==> src/rtl/stim_driver_if.sv <==
// stim_driver_if: operand drive and DUT result bundle between the stimulus driver and the DUT
interface stim_driver_if #(parameter int WIDTH = 32);
  logic [WIDTH-1:0] i_rand_a;
  logic [WIDTH-1:0] i_rand_b;
  logic [WIDTH-1:0] i_dut_out;
  logic [WIDTH-1:0] o_drive_a;
  logic [WIDTH-1:0] o_drive_b;
  logic             o_probe;
  modport master (input i_rand_a, i_rand_b, i_dut_out, output o_drive_a, o_drive_b, o_probe);
  modport slave (output i_rand_a, i_rand_b, i_dut_out, input o_drive_a, o_drive_b, o_probe);
endinterface

==> src/rtl/stim_driver.sv <==
// stim_driver: random operand drive with periodic zero probes, latency measurement and monitor alignment
module stim_driver #(
  parameter int WIDTH       = 32,
  parameter int DELAY_DEPTH = 2,
  parameter int PERIOD_BITS = 16,
  parameter int CNT_WIDTH   = 16,
  parameter int TIMEOUT     = 1024
) (
  input  logic                 clk_dut,
  input  logic                 reset_n,
  input  logic                 i_probe_en,
  stim_driver_if.master        bus,
  output logic [WIDTH-1:0]     o_drive_delayed_a,
  output logic [WIDTH-1:0]     o_drive_delayed_b,
  output logic                 o_probe_delayed,
  output logic [CNT_WIDTH-1:0] o_dut_delay,
  output logic                 o_delay_valid,
  output logic                 o_delay_unstable,
  output logic                 o_timeout
);
  typedef enum logic [2:0] {FLUSH = 3'b001, ARMED = 3'b010, COUNT = 3'b100} state_t;
  localparam int DW = 2 * WIDTH + 1;
  state_t                 state_q, state_d;
  logic [PERIOD_BITS-1:0] period_q, period_d;
  logic [CNT_WIDTH-1:0]   cnt_q, cnt_d, cnt_inc, dut_delay_q, dut_delay_d, cap_v;
  logic                   valid_q, valid_d, unstable_q, unstable_d, timeout_q, timeout_d;
  logic                   cap, probe, dut_zero;
  logic [WIDTH-1:0]       drive_a, drive_b;
  logic [DW-1:0]          dly_q [DELAY_DEPTH];
  logic [DW-1:0]          dly_d [DELAY_DEPTH];
  assign probe    = (&period_q) & i_probe_en;
  assign drive_a  = probe ? '0 : bus.i_rand_a;
  assign drive_b  = probe ? '0 : bus.i_rand_b;
  assign bus.o_drive_a = drive_a;
  assign bus.o_drive_b = drive_b;
  assign bus.o_probe   = probe;
  assign period_d = period_q + 1'b1;
  assign dut_zero = bus.i_dut_out == '0;
  assign cnt_inc  = cnt_q + 1'b1;
  assign {o_drive_delayed_a, o_drive_delayed_b, o_probe_delayed} = dly_q[DELAY_DEPTH-1];
  assign o_dut_delay      = dut_delay_q;
  assign o_delay_valid    = valid_q;
  assign o_delay_unstable = unstable_q;
  assign o_timeout        = timeout_q;
  // shift the values actually driven, not the raw random inputs, down the monitor alignment line
  always_comb begin
    dly_d[0] = {drive_a, drive_b, probe};
    for (int i = 1; i < DELAY_DEPTH; i++) dly_d[i] = dly_q[i-1];
  end
  // measurement FSM: a zero result wins over the timeout check on the same edge
  always_comb begin
    state_d   = state_q;
    cnt_d     = cnt_q;
    cap       = 1'b0;
    cap_v     = cnt_inc;
    timeout_d = timeout_q;
    case (state_q)
      FLUSH: state_d = dut_zero ? ARMED : FLUSH;
      ARMED: if (probe) begin
        cap     = dut_zero;
        cap_v   = '0;
        cnt_d   = '0;
        state_d = dut_zero ? ARMED : COUNT;
      end
      COUNT: begin
        if (dut_zero) begin
          cap     = 1'b1;
          state_d = ARMED;
        end else if (cnt_inc == CNT_WIDTH'(TIMEOUT)) begin
          timeout_d = 1'b1;
          state_d   = ARMED;
        end else cnt_d = cnt_inc;
      end
      default: state_d = FLUSH;
    endcase
    dut_delay_d = cap ? cap_v : dut_delay_q;
    valid_d     = valid_q | cap;
    unstable_d  = unstable_q | (cap & valid_q & (cap_v != dut_delay_q));
  end
  // state registers; sticky flags only clear on reset
  always_ff @(posedge clk_dut or negedge reset_n) begin
    if (!reset_n) begin
      state_q     <= FLUSH;
      period_q    <= '0;
      cnt_q       <= '0;
      dut_delay_q <= '1;
      valid_q     <= 1'b0;
      unstable_q  <= 1'b0;
      timeout_q   <= 1'b0;
      for (int i = 0; i < DELAY_DEPTH; i++) dly_q[i] <= '0;
    end else begin
      state_q     <= state_d;
      period_q    <= period_d;
      cnt_q       <= cnt_d;
      dut_delay_q <= dut_delay_d;
      valid_q     <= valid_d;
      unstable_q  <= unstable_d;
      timeout_q   <= timeout_d;
      for (int i = 0; i < DELAY_DEPTH; i++) dly_q[i] <= dly_d[i];
    end
  end
endmodule

==> src/flat_wrapper.sv <==
// flat-port wrapper written by rule: the top's interface ports become plain ports
module stim_driver_flat 
#(
  parameter int WIDTH       = 32,
  parameter int DELAY_DEPTH = 2,
  parameter int PERIOD_BITS = 16,
  parameter int CNT_WIDTH   = 16,
  parameter int TIMEOUT     = 1024
)
  (clk_dut, reset_n, i_probe_en, o_drive_delayed_a, o_drive_delayed_b, o_probe_delayed, o_dut_delay, o_delay_valid, o_delay_unstable, o_timeout, bus_i_rand_a, bus_i_rand_b, bus_i_dut_out, bus_o_drive_a, bus_o_drive_b, bus_o_probe);
  stim_driver_if #(.WIDTH(WIDTH)) bus_i ();
  input  logic clk_dut;
  input  logic reset_n;
  input  logic i_probe_en;
  output logic [WIDTH-1:0] o_drive_delayed_a;
  output logic [WIDTH-1:0] o_drive_delayed_b;
  output logic o_probe_delayed;
  output logic [CNT_WIDTH-1:0] o_dut_delay;
  output logic o_delay_valid;
  output logic o_delay_unstable;
  output logic o_timeout;
  input wire logic [$bits(bus_i.i_rand_a)-1:0] bus_i_rand_a;
  input wire logic [$bits(bus_i.i_rand_b)-1:0] bus_i_rand_b;
  input wire logic [$bits(bus_i.i_dut_out)-1:0] bus_i_dut_out;
  output wire logic [$bits(bus_i.o_drive_a)-1:0] bus_o_drive_a;
  output wire logic [$bits(bus_i.o_drive_b)-1:0] bus_o_drive_b;
  output wire logic [$bits(bus_i.o_probe)-1:0] bus_o_probe;
  assign bus_i.i_rand_a = bus_i_rand_a;
  assign bus_i.i_rand_b = bus_i_rand_b;
  assign bus_i.i_dut_out = bus_i_dut_out;
  assign bus_o_drive_a = bus_i.o_drive_a;
  assign bus_o_drive_b = bus_i.o_drive_b;
  assign bus_o_probe = bus_i.o_probe;
  stim_driver #(.WIDTH(WIDTH), .DELAY_DEPTH(DELAY_DEPTH), .PERIOD_BITS(PERIOD_BITS), .CNT_WIDTH(CNT_WIDTH), .TIMEOUT(TIMEOUT)) u_core (.clk_dut(clk_dut), .reset_n(reset_n), .i_probe_en(i_probe_en), .bus(bus_i), .o_drive_delayed_a(o_drive_delayed_a), .o_drive_delayed_b(o_drive_delayed_b), .o_probe_delayed(o_probe_delayed), .o_dut_delay(o_dut_delay), .o_delay_valid(o_delay_valid), .o_delay_unstable(o_delay_unstable), .o_timeout(o_timeout));
endmodule
==> config.mk <==
export PLATFORM = sky130hd
export DESIGN_NAME = stim_driver_flat
export DESIGN_NICKNAME = d
export VERILOG_FILES = /design/src/rtl/stim_driver_if.sv /design/src/rtl/stim_driver.sv /design/src/flat_wrapper.sv
export SDC_FILE = /design/constraint.sdc
export NUM_CORES = 1
export LEC_CHECK = 0
export ABC_AREA = 1
export CORE_AREA = 2 2 130 132
export CTS_CLUSTER_DIAMETER = 50
export DETAILED_ROUTE_END_ITERATION = 16
export DIE_AREA = 0 0 132 134
export GPL_TIMING_DRIVEN = 1
export PLACE_DENSITY = 0.88
export RECOVER_POWER = 25
export SLEW_MARGIN = 20
export SYNTH_ARGS = -nofsm -noshare
export SYNTH_HDL_FRONTEND = slang
export SYNTH_SLANG_ARGS = --single-unit
==> constraint.sdc <==
create_clock -name clk_dut -period 3 [get_ports clk_dut]
set_clock_uncertainty 0.05 [all_clocks]
set_input_delay 0.6 -clock clk_dut [delete_from_list [all_inputs] [get_ports clk_dut]]
set_output_delay 0.6 -clock clk_dut [all_outputs]
set_load 0.01 [all_outputs]
# Word level (Yosys, flattened, before mapping)
# Index checks and enable logic that the tools add are counted.
# word_totals
ff_bits	184
input_bits	99
# classes
mux	17
n_reduce_logical	6
addsub	2
bitwise	6
n_eq_ne	9
# ops
operator	n
2-to-1 mux 16 bit	5
2-to-1 mux 32 bit	2
adder 16 x 1 -> 16 bit, second input constant	2
logical NOT 32 bit	1
one-hot mux 16 bit (2 select lines)	1
equality test 16 x 11 -> 1 bit, second input constant	1
inequality test 16 bit	1
AND reduction 16 bit	1
2-to-1 mux 3 bit	4
one-hot mux 3 bit (3 select lines)	1
inequality test 2 bit, second input constant	2
AND reduction 4 bit	1
AND 1 bit	3
equality test 3 x 1 -> 1 bit, second input constant	1
equality test 3 x 2 -> 1 bit, second input constant	1
equality test 3 bit, second input constant	1
inequality test 3 x 1 -> 1 bit, second input constant	1
AND reduction 3 bit	1
2-to-1 mux 1 bit	2
2-to-1 mux 2 bit	1
inequality test 2 x 1 -> 1 bit, second input constant	1
bitwise OR 1 bit	2
one-hot mux 1 bit (2 select lines)	1
AND reduction 2 bit	1
2 further kinds	2

# Longest topological paths before layout
# logic_depth
ltp_word	7
mapped_depth	16
depth_no_buf	16

# Worst setup path before layout
# Ideal clock, no wire load.
# synth_timing
path_kind	register to output
start	register u_core.period_q[0]
end	output port bus_o_drive_a[0]
slack_ps	451
required_time_ps	2350
stages_incl_launch_ff	10
arrival_ps	1899
cell_sequence	dfrtp_1 > ha_1 > nand2_1 > nor2_2 > nand2_1 > nor4_1 > clkbuf_1 > buf_1 > nor2_1 > buf_4
# synth_lines
element	line_no	text
start: declaration	stim_driver.sv:24	logic [PERIOD_BITS-1:0] period_q, period_d;
start signal: assignment	stim_driver.sv:93	period_q <= period_d;
end: declaration	flat_wrapper.sv:25	output wire logic [$bits(bus_i.o_drive_a)-1:0] bus_o_drive_a;

# Final worst setup path
# layout_timing
start	input port i_probe_en
end	output port bus_o_drive_a[24]
# layout_via
elab_chain_len	2
# layout_lines
element	line_no	text
start: declaration	flat_wrapper.sv:14	input logic i_probe_en;
AND 1 bit	stim_driver.sv:31	assign probe = (&period_q) & i_probe_en;
2-to-1 mux 32 bit	stim_driver.sv:32	assign drive_a = probe ? '0 : bus.i_rand_a;
# No other way between the ends.

==> impl_summary.log <==
[metrics] Pwr Density: roughly 500 nW/um2
[metrics] number of global-route vias before repair: 5,682
[metrics] Final Critical Period: around 3 ns
[metrics] MaxCap Viol Count: 0
[metrics] status: finished, final reports clean
[metrics] GRT Overall Usage: about a fifth
[metrics] Worst Max-Slew Pin Slew: roughly 1.3 ns
[metrics] Achievable Freq: approximately 340 MHz
[metrics] WL met1: ~6500 um
[metrics] last weighted congestion value of the routability-driven placer: 0.909
[metrics] Cells after DPL: roughly 1,200
[metrics] via total after detailed routing: between 5,000 and 6,000
[metrics] Post-Syn Instances: 734
[metrics] net total in the final layout: 1,084
[metrics] total CTS buffers: 17
[metrics] HPWL after detailed placement: roughly 13,000 um
[metrics] initial DRC count: between 200 and 300
[metrics] data arrival time of the critical path: 2.29 ns
[metrics] drt pass-1 iters: 4
[metrics] Congestion Overflow GR: 0
[metrics] CP Launch Type: input port
[metrics] number of fillers in the final layout: around 1,200
[metrics] Distinct cells, synth: 35
[metrics] Clock Root Buffer: clkbuf_16
[metrics] Area growth, synth to finish: 44.4%
[metrics] kind of end point of the critical path: output port
[metrics] flops & latches, synth: about 180
[metrics] initial antenna violation count: 0
[metrics] starting density of the core: around 45%
[metrics] worst hold path type: reg -> reg
[metrics] highest net fanout along the worst path: 5
[metrics] n_diodes: 0
[metrics] met2 wire length: between 9000 and 10,000 um
[metrics] most used cells in the layout excluding fill and tap cells: 181 x clkdlybuf4s50_1, 167 x dfrtp_1, 136 x nand2_1, 111 x inv_1, 93 x nor2_1
[metrics] most common cell after layout, fill and taps aside: clkdlybuf4s50_1
[metrics] Avg Cell Area, Syn: 10.0 um2
[metrics] total leakage power: around 0.0053 uW
[metrics] antenna violation net count after detailed routing: 0
[metrics] clock-pin transition on the worst setup and hold timing paths: about 0.07 ns
[metrics] Yosys warnings: 0
[metrics] Via-to-Cell Ratio: about 4.6
[metrics] Slew Viols, Final: 0
[metrics] sequential area share after synthesis: between 60% and 70%
[metrics] height of the chip: approximately 130 um
[metrics] largest net degree at the start of global routing: between 50 and 60
[metrics] number of clock sinks seen by CTS: 184
[metrics] io pins: 248
[metrics] Port Buffers: ~250
[metrics] uppermost layer routed: met4
[metrics] Die Width: approximately 130 um
[metrics] Std-Cell Core Area: roughly 16,000 um2
[metrics] setup repair after global routing missed its margin: yes
[metrics] total length of routed met3 wires: about 1500 um
[metrics] detailed-route DRC error count: 0
[metrics] area of the die: around 18,000 um2
[metrics] max-slew headroom at the worst pin: 10.1%
[metrics] Post-Syn Nets: ~840
[metrics] Tcrit/Tclk final: between 90 and 100%
[metrics] detail-routed net length per standard cell: 14.8 um
[metrics] Clk Latency, worst-skew pair: 0.43 ns
[metrics] Crit path required time: between 2 and 2.5 ns
[metrics] Bufs on Longest Clock Path: 2
[metrics] CTS tree: done
[metrics] Cell Area, Synth: approximately 7300 um2
[metrics] global-route wire length before repair: roughly 28,000 um
[metrics] final setup violation count: 0
[metrics] largest area contributor in the netlist: dfrtp_1
[metrics] Yosys top cell area share: 56.9%
[metrics] type of the setup path with the least slack: in -> out
[metrics] fraction of final layout cells with drive strength greater than 1: ~15%
[metrics] Max VDD drop: between 0.3 and 0.4 mV
[metrics] Synth area leaders: dfrtp_1 57%, nand2_1 7.0%, buf_4 6.5%
[metrics] Hold Vio Cnt, Final: 0
[metrics] Post-Route WL: about 18,000 um
[metrics] hold_ws: around 0.3 ns
[metrics] CTS HTree Levels: 4
[metrics] non-filler instance count after layout: ~1,200
[metrics] hold_buf cts: 0
[metrics] number of cell rows: 47
==> state kept, by name, summed over array words and instances, names as in the netlist <==
register and cells:
u_core.dly_d 65, u_core.o_drive_delayed_a 32, u_core.o_drive_delayed_b 32, u_core.cnt_q 16, u_core.o_dut_delay 16, u_core.period_q 16, u_core.state_q 3, u_core.o_delay_unstable 1
u_core.o_delay_valid 1, u_core.o_probe_delayed 1, u_core.o_timeout 1
==> report_power, final <==
group          internal (uW)  switching, uW  leakage (uW)
Sequential              2570           23.1       0.00219
Combinational            280            202       0.00280
Clock                   1120           1040      0.000279
==> cell usage after synthesis <==
library cell  instances
dfrtp_1             167
nand2_1             137
inv_1               111
nor2_1               94
buf_4                64
nand3_1              30
nand4_1              18
dfstp_2              17
o22ai_1              16
xor2_1               12
nor4_1                9
clkbuf_1              7
xnor2_1               6
nand2_2               5
nor2_2                5
buf_2                 4
ha_1                  3
inv_2                 3
nor3_1                3
buf_1                 2
nand3_2               2
nand3b_1              2
nor2_4                2
nor3_2                2
o21ai_0               2
o21ai_1               2
a21oi_4               1
buf_6                 1
nand4_2               1
nor3b_1               1
nor3b_2               1
o21ai_2               1
o21bai_1              1
or2_2                 1
xnor2_2               1
==> cells by family after synthesis <==
family                   share of synthesized area, %
AND/OR/NAND/NOR                                  18.8
XOR/XNOR                                         2.37
adder cells (fa/ha/maj)                         0.511
flip-flops                                       63.0
buffers and inverters                            13.3
AO/OA/AOI/OAI                                    2.08
==> final cells by class <==
cell class | instances | area [um2] | area share (%)
Clock buffer | 18 | 429 | 4.05
Clock inverter | 14 | 155 | 1.46
Inverter | 114 | 428 | 4.04
Multi-Input combinational cell | 358 | 1770 | 16.7
Sequential cell | 184 | 4630 | 43.6
Tap cell | 220 | 275 | 2.60
Timing Repair Buffer | 307 | 2920 | 27.6
==> stage by stage <==
step / total power (uW) / TNS, ns / cell area, um2 / setup slack (ns) / util [%]
after floorplan: 2790 / 0 / 7340 / 0.451 / -
after global placement: 3140 / -2.03 / 9990 / -0.0648 / 61.3
after detailed placement: 3160 / -4.30 / 9990 / -0.110 / 61.3
after CTS: 5280 / -0.116 / 10500 / -0.0282 / 64.7
after global routing: 5430 / -0.0701 / 10600 / -0.0166 / 65.1
final: 5230 / 0 / 10600 / 0.0585 / 65.1
==> worst max-delay path: stages <==
cell and delay [ns]:
clkdlybuf4s50_1 0.47, nand3_1 0.14, nor4_4 0.28, buf_6 0.15, buf_8 0.12, buf_6 0.11, buf_6 0.11, nor2_1 0.06
clkdlybuf4s15_1 0.25
==> worst paths after layout <==
check | startpoint | end | slack (ns) | cells past startpoint
max | i_probe_en | bus_o_drive_a[24] | 0.06 | 9
max in group asynchronous | reset_n | u_core.o_dut_delay[7]$_DFFE_PN1P_ | 1.41 | 2
max reg2reg | u_core.period_q[0]$_DFF_PN0_ | u_core.o_delay_unstable$_DFF_PN0_ | 0.43 | 19
min reg2reg | u_core.dly_d[52]$_DFF_PN0_ | u_core.o_drive_delayed_a[19]$_DFF_PN0_ | 0.30 | 0
min in group asynchronous | reset_n | u_core.dly_d[49]$_DFF_PN0_ | 0.43 | 1
min | u_core.dly_d[52]$_DFF_PN0_ | u_core.o_drive_delayed_a[19]$_DFF_PN0_ | 0.30 | 0
==> routing by layer <==
| layer | track usage (%) | vias up |
|---|---|---|
| met5 | 0 | - |
| met4 | 9.96 | 0 |
| met3 | 6.69 | 42 |
| met2 | 36.0 | 242 |
| met1 | 21.9 | 2665 |
| li1 | - | 2687 |
==> timing repair <==
action / 4_1_cts / 5_1_grt
setup endpoints to repair: 65 / 62
buffers inserted: 2 / 5
pin swaps: 1 / 1
cloned: 0 / 2
gates resized for setup: 61 / 71
(Power assumes the default switching activity.)
